`config.mk`:
```
export PLATFORM = sky130hd
export DESIGN_NAME = icache_data_sram_ctrl
export DESIGN_NICKNAME = d
export VERILOG_FILES = /design/src/rtl/icache_data_sram_ctrl.sv
export SDC_FILE = /design/constraint.sdc
export NUM_CORES = 1
export LEC_CHECK = 0
export ABC_AREA = 1
export ABC_CLOCK_PERIOD_IN_PS = 2700
export CELL_PAD_IN_SITES_DETAIL_PLACEMENT = 0
export CELL_PAD_IN_SITES_GLOBAL_PLACEMENT = 1
export CORE_AREA = 2 2 185 187
export CTS_CLUSTER_SIZE = 40
export DETAILED_ROUTE_END_ITERATION = 10
export DIE_AREA = 0 0 187 189
export PLACE_DENSITY_LB_ADDON = 0.1
export SYNTH_ARGS = -nofsm -noshare
export SYNTH_HDL_FRONTEND = slang
export SYNTH_SLANG_ARGS = --single-unit
```
`constraint.sdc`:
```
create_clock -name clk -period 2.7 [get_ports clk]
set_clock_uncertainty 0.05 [all_clocks]
set_input_delay 0.27 -clock clk [delete_from_list [all_inputs] [get_ports clk]]
set_output_delay 0.27 -clock clk [all_outputs]
set_load 0.05 [all_outputs]
```
`src/rtl/icache_data_sram_ctrl.sv`:
```
// I-cache data SRAM controller: arbitrates fetch line reads and refill beats
// onto a 1RW macro and holds read data behind a valid/ready response.
module icache_data_sram_ctrl #(
  parameter int ADDR_WIDTH = 6,
  parameter int DATA_WIDTH = 128,
  parameter int BEAT_WIDTH = 64,
  localparam int NUM_WMASKS = DATA_WIDTH / BEAT_WIDTH
) (
  input  logic                  clk,
  input  logic                  rst_aL,
  input  logic                  req_valid,
  output logic                  req_ready,
  input  logic [ADDR_WIDTH-1:0] req_index,
  output logic                  rsp_valid,
  input  logic                  rsp_ready,
  output logic [DATA_WIDTH-1:0] rsp_data,
  input  logic                  flush,
  input  logic                  refill_valid,
  output logic                  refill_ready,
  input  logic [ADDR_WIDTH-1:0] refill_index,
  input  logic [BEAT_WIDTH-1:0] refill_data,
  input  logic                  refill_last,
  output logic                  sram_csb,
  output logic                  sram_web,
  output logic [NUM_WMASKS-1:0] sram_wmask,
  output logic [ADDR_WIDTH-1:0] sram_addr,
  output logic [DATA_WIDTH-1:0] sram_din,
  input  logic [DATA_WIDTH-1:0] sram_dout
);

  localparam int BCW = (NUM_WMASKS > 1) ? $clog2(NUM_WMASKS) : 1;

  typedef enum logic [2:0] {
    IDLE, RD_ISSUE, RD_WAIT, RD_RSP, WR_ISSUE
  } state_e;

  state_e                state_q, state_d;
  logic [BCW-1:0]        beat_cnt_q, beat_cnt_d;
  logic [ADDR_WIDTH-1:0] idx_q, idx_d;
  logic                  drop_q, drop_d;
  logic                  rsp_valid_q, rsp_valid_d;
  logic [DATA_WIDTH-1:0] rsp_data_q, rsp_data_d;
  logic                  csb_q, csb_d;
  logic                  web_q, web_d;
  logic [NUM_WMASKS-1:0] wmask_q, wmask_d;
  logic [ADDR_WIDTH-1:0] addr_q, addr_d;
  logic [DATA_WIDTH-1:0] din_q, din_d;

  always_comb begin
    state_d      = state_q;
    beat_cnt_d   = beat_cnt_q;
    idx_d        = idx_q;
    drop_d       = drop_q;
    rsp_valid_d  = rsp_valid_q;
    rsp_data_d   = rsp_data_q;
    csb_d        = 1'b1;
    web_d        = 1'b1;
    wmask_d      = '0;
    addr_d       = addr_q;
    din_d        = din_q;
    req_ready    = 1'b0;
    refill_ready = 1'b0;
    unique case (state_q)
      IDLE: begin
        refill_ready = 1'b1;
        req_ready    = ~refill_valid & ~flush;
        if (refill_valid) begin
          state_d = WR_ISSUE;
          csb_d   = 1'b0;
          web_d   = 1'b0;
          din_d   = {NUM_WMASKS{refill_data}};
          wmask_d = NUM_WMASKS'(1) << beat_cnt_q;
          if (beat_cnt_q == '0) begin
            addr_d = refill_index;
            idx_d  = refill_index;
          end else begin
            addr_d = idx_q;
          end
          beat_cnt_d = refill_last ? '0 : beat_cnt_q + BCW'(1);
        end else if (req_valid && !flush) begin
          state_d = RD_ISSUE;
          csb_d   = 1'b0;
          addr_d  = req_index;
        end
      end
      WR_ISSUE: state_d = IDLE;
      RD_ISSUE: begin
        if (flush) drop_d = 1'b1;
        state_d = RD_WAIT;
      end
      RD_WAIT: begin
        rsp_data_d = sram_dout;
        if (drop_q || flush) begin
          drop_d  = 1'b0;
          state_d = IDLE;
        end else begin
          rsp_valid_d = 1'b1;
          state_d     = RD_RSP;
        end
      end
      RD_RSP: begin
        if (rsp_ready || flush) begin
          rsp_valid_d = 1'b0;
          state_d     = IDLE;
        end
      end
      default: state_d = IDLE;
    endcase
    if (!rst_aL) begin
      req_ready    = 1'b0;
      refill_ready = 1'b0;
    end
  end

  always_ff @(posedge clk) begin
    if (!rst_aL) begin
      state_q     <= IDLE;
      beat_cnt_q  <= '0;
      idx_q       <= '0;
      drop_q      <= 1'b0;
      rsp_valid_q <= 1'b0;
      rsp_data_q  <= '0;
      csb_q       <= 1'b1;
      web_q       <= 1'b1;
      wmask_q     <= '0;
      addr_q      <= '0;
      din_q       <= '0;
    end else begin
      // last on the first beat leaves the line half written
      assert (!(state_q == IDLE && refill_valid &&
                refill_last && beat_cnt_q == '0));
      state_q     <= state_d;
      beat_cnt_q  <= beat_cnt_d;
      idx_q       <= idx_d;
      drop_q      <= drop_d;
      rsp_valid_q <= rsp_valid_d;
      rsp_data_q  <= rsp_data_d;
      csb_q       <= csb_d;
      web_q       <= web_d;
      wmask_q     <= wmask_d;
      addr_q      <= addr_d;
      din_q       <= din_d;
    end
  end

  assign rsp_valid  = rsp_valid_q;
  assign rsp_data   = rsp_data_q;
  assign sram_csb   = csb_q;
  assign sram_web   = web_q;
  assign sram_wmask = wmask_q;
  assign sram_addr  = addr_q;
  assign sram_din   = din_q;

endmodule

```
## After elaboration in Yosys (flattened, before gate mapping)

Cells that the tools add are included.

- Bits in registers: 278
- Bits of input ports: 211
- Output and inout bits: 269

- Add/subtract/negate cells: 1
- Equal/unequal tests: 8
- Shift-type cells: 1
- Muxes and demuxes: 22
- Bitwise operators: 3
- Reduce and logical (&&, ||, !) cells: 15

Operators with widths:

| operator | count |
|---|---|
| 6-bit two-way mux | 3 |
| 1-bit two-way mux | 12 |
| 3-bit one-hot mux with 4 select lines | 1 |
| 3-bit two-way mux | 3 |
| 3-bit AND reduction | 3 |
| 2-bit != test, second input constant | 4 |
| 2-bit AND reduction | 4 |
| 3-bit by 2-bit == test with 1-bit output, second input constant | 2 |
| 2-bit nonzero test | 3 |
| 1-bit one-hot mux with 2 select lines | 2 |
| 3-bit by 1-bit == test with 1-bit output, second input constant | 1 |
| 3-bit zero test | 1 |
| 3-bit != test, second input constant | 1 |
| 1-bit logical OR | 2 |
| 2-bit two-way mux | 1 |
| 1-bit inverter | 2 |
| 1-bit by 1-bit << shifter with 2-bit output, first input constant | 1 |
| 1-bit adder, second input constant | 1 |
| 1-bit AND | 1 |
| 1-bit logical AND | 1 |
| 1-bit zero test | 1 |

## Logic depth before layout (Yosys ltp)

- Depth after elaboration: 5
- Depth in mapped cells: 7

## Worst setup path before layout

Ideal clock, no wire load.

- Path type: flip-flop to output port
- Start: reg state_q[0]
- End: out req_ready
- Arrival: 1.686 ns
- Data required time: 2.380 ns
- Setup slack: 0.694 ns
- Cell stages (with the launch flop): 4
- Buffers on the path: 0
- Cell sequence: dfxtp_1 nor2_4 nand3_1 nor3_1

- Longest elaborated chain between the ends: 3

Ends and longest elaborated chain:

| item | RTL line | RTL |
|---|---|---|
| start, declared | 37 | `state_e state_q, state_d;` |
| start signal, assigned | 132 | `state_q <= state_d;` |
| 3-bit zero test | 63 | `unique case (state_q)` |
| 1-bit two-way mux | 63 |  |
| 1-bit two-way mux | 109 | `if (!rst_aL) begin` |
| end, declared | 12 | `output logic req_ready,` |

No other way between the ends.

## Worst setup path in the final report

- Start: reg state_q[1]
- End: out refill_ready

- Longest elaborated chain between the ends: 3

Ends and longest elaborated chain:

| item | RTL line | RTL |
|---|---|---|
| 3-bit zero test | 63 |  |
| 1-bit two-way mux | 63 |  |
| 1-bit two-way mux | 109 |  |
| end, declared | 19 | `output logic refill_ready,` |

No other way between the ends.

==> results.md <==
- Power spread over the standard cell area amounts to 738 mW/mm².
- The tree is rooted in a clkbuf_16.
- The cell count after synthesis is 1052.
- The layout overhead on the synthesized area is 67.3%.
- Summed over all cells, the static leakage comes to 5.22 nW.
- In this run the tool buffered the top-level ports with 479 buffer cells.
- The first detailed-routing pass took 4 iterations.
- The worst path in the final design needs a cycle of 2.48 ns, including I/O delays and setup.
- In this run the deepest clock path goes through 3 buffers.
- The placed instance count is 1858.
- STA puts the critical path data required time at 2.38 ns.
- The cell that appears most often on the critical path is nand2_1.
- The floorplan die width is 187 µm.
- The number of buffers created by CTS is 26.
- For this run, the number of standard cells in the final layout without fillers is 1906.
- The type of the setup path with the least slack is reg -> out.
- At the end of the flow the core is filled with cells to 0.412.
- The remaining number of nets flagged by the antenna check after routing is 0.
- For this run, the register share of the synthesized area comes to 0.523.
- The highest net fanout along the worst path is 4.
- At the pin with the least slew margin, the transition time is 0.859 ns.
- The combined area of all synthesized cells is 0.00819 mm².
- Counting distinct cell types in the post-synthesis netlist gives 18.
- The maximum number of pins on one net before global-route repair is 183.
- For this design the top-level I/O count stands at 480.
- Yosys attributes the largest share of cell area to dfxtp_1 52%, nor2_1 19%, o21ai_0 8.6%, buf_4 6.2%, o21ai_1 3.7%.
- The total number of placement rows is 67.
- The total wire length after detailed routing is 31900 µm.
- The final number of max-transition violations came to 0.
- The post-cts sizing count is 0.
- Of the post-synthesis cell area, the dominant cell type holds 0.523.
- Of the available clock period, the critical path in the final layout requires 0.920.
- The maximum clock rate is 403 MHz.
- The worst path arrival time is 2.16 ns.
- Yosys printed 0 warnings.
- The number of hold violations in the final report was 0.
- The clock latency at the later pin of the worst-skew pair is 0.52 ns.
- The final weighted congestion of routability-driven global placement is 0.752.
- The tool flagged a number of max-cap violations equal to 0.
- The post-detailed-placement half-perimeter wirelength is 22400 µm.
- The DRC violation total after the first TritonRoute iteration is 328.
- The clock tree from TritonCTS is done.
- The category of the worst setup path capture point is a primary output.
- The headroom to the max-slew limit is 0.428.
- The net total in the final layout is 1649.
- The starting utilization of the core area is 0.246.
- The via count of the first global-routing pass is 7712.
- The critical path goes through inv_2 -> nand2_1 -> nor2_4 -> nand2_1 -> inv_1 -> clkdlybuf4s50_1.
- CTS built an H-tree with a depth of 1.
- For this design, the CTS-stage hold fixing added 0 buffers.
- The total routing usage reported by global routing is 0.172.
- The tightest hold path in the finished design has a slack of 0.106 ns.
- The placeable core region is 0.0333 mm².
- The largest stage delay on the critical path is 0.80 ns.
- The flow ran to the end, and the final reports show no timing, DRC or antenna violations.
- The die covers 0.0353 mm².
- The synthesized area per cell is 7.78 µm².
- The type of element launching the critical path is a register.
- The cell accounting for the most synthesized area is dfxtp_1.
- Of the cells placed in the final design, the portion with a size suffix greater than 1 is 0.0453.
- Setup repair after global routing left no endpoint under its margin.
- The routed wirelength normalized by instance count is 16.7 µm.
- In this run the post-CTS setup repair buffer count came out at 0.
- Across the VDD grid, the largest voltage drop is 0.384 mV.
- The overall die height is 189 µm.
- After routing, the total negative slack on setup checks comes to 0 ns.
- After global routing the overflow that remains totals 0.
- The initial antenna violation count is 2.
- The tree built by TritonCTS fans out to 214 sinks.
- The largest individual stage delay along the critical path comes from the cell clkdlybuf4s50_1.
- The class of the tightest hold or removal check is in -> reg.
- The detailed-route via count is 7896.
- Setup violations remaining at the end of the flow were counted as 0.
- The first global-routing pass estimated 47600 µm of wire.
- The net count after synthesis is 1263.
- The mean number of vias per cell is 4.14.
- The register bit total from synthesis is 214.
- The clock slew at the register clock pins of the worst setup and hold paths is 0.06 ns.
- The completed layout was analyzed and its total power is 10.1 mW.
- For this run, design rule violations remaining after detail routing come to 0.
[per-layer routing]
metal | global-route usage | vias to the layer above | part of all wire
li1 | - | 4045 | -
met1 | 0.209 | 3535 | 0.43
met2 | 0.295 | 281 | 0.47
met3 | 0.0552 | 33 | 0.082
met4 | 0.0394 | 2 | 0.017
met5 | 0 | - | 0.00041
[sequential cells by signal, indices dropped and copies added, names as in the netlist, 2 cells and up]
name	flops
sram_din	64
sram_addr	6
state_q	3
idx_q	6
rsp_data	128
sram_wmask	2
[worst max-delay path: cells and delay by family, from the launching register on]
family / cells / cell delay, ns
buffers and inverters: 3 / 0.98
DFF: 1 / 0.35
and+or+nand+nor: 3 / 0.31
[worst paths after layout]
| path | start | to | slack [ns] | cells after the start |
|---|---|---|---|---|
| worst min register to register | drop_q$_SDFFE_PN0P_ | drop_q$_SDFFE_PN0P_ | 0.39 | 2 |
| worst min-delay path | rst_aL | rsp_data[2]$_SDFFE_PN0N_ | 0.11 | 3 |
| worst max register to register | state_q[0]$_SDFFE_PN0P_ | rsp_data[58]$_SDFFE_PN0N_ | 0.82 | 6 |
| worst max-delay path | state_q[1]$_SDFFE_PN0P_ | refill_ready | 0.22 | 6 |
[where the power goes]
| group | internal, mW | switching [mW] | total [mW] |
|---|---|---|---|
| combinational | 1.02 | 1.83 | 2.85 |
| sequential | 3.41 | 0.181 | 3.59 |
| clock | 2.28 | 1.40 | 3.67 |
[cells in the final DEF (no fill, tap or decap), types with 5 or more instances in the layout]
cell type and instances:
inv_1 20, nand3_1 5, a21oi_1 10, o21ai_1 60, clkinv_2 5, clkdlybuf4s50_1 477
dfxtp_1 214, clkbuf_8 10, clkbuf_16 27, nand2_1 47, o21ai_0 141, buf_4 5
buf_12 7, nor2_1 413
[Yosys cell counts (all sizes together)]
cell	instances
nor3	2
buf	99
a21oi	10
dfxtp	214
inv	22
nand3	5
nor2	417
clkbuf	32
o21ai	201
nand2	50
[cells by family after synthesis]
| kind of cell | Yosys count | share of synthesized area |
|---|---|---|
| DFF | 214 | 0.523 |
| and+or+nand+nor | 474 | 0.226 |
| AOI/OAI and AO/OA | 211 | 0.129 |
| buffers and inverters | 153 | 0.122 |
[area by class of cell]
class	count	area, µm²
inverter	22	85.1
tap	448	561
fill	3431	19600
multi-input combinational	685	2910
clock inverter	8	92.6
timing repair buffer	489	4950
clock buffer	39	821
sequential	214	4280
antenna	1	2.50
[metrics by stage]
stage,setup slack [ns],cell area [µm²]
final,0.217,13700
after global routing,0.0857,13700
after CTS,0.169,13700
after detailed placement,0.731,12800
after global placement,0.729,12800
after floorplan,0.694,8190
Power figures use the tool's default switching activity.
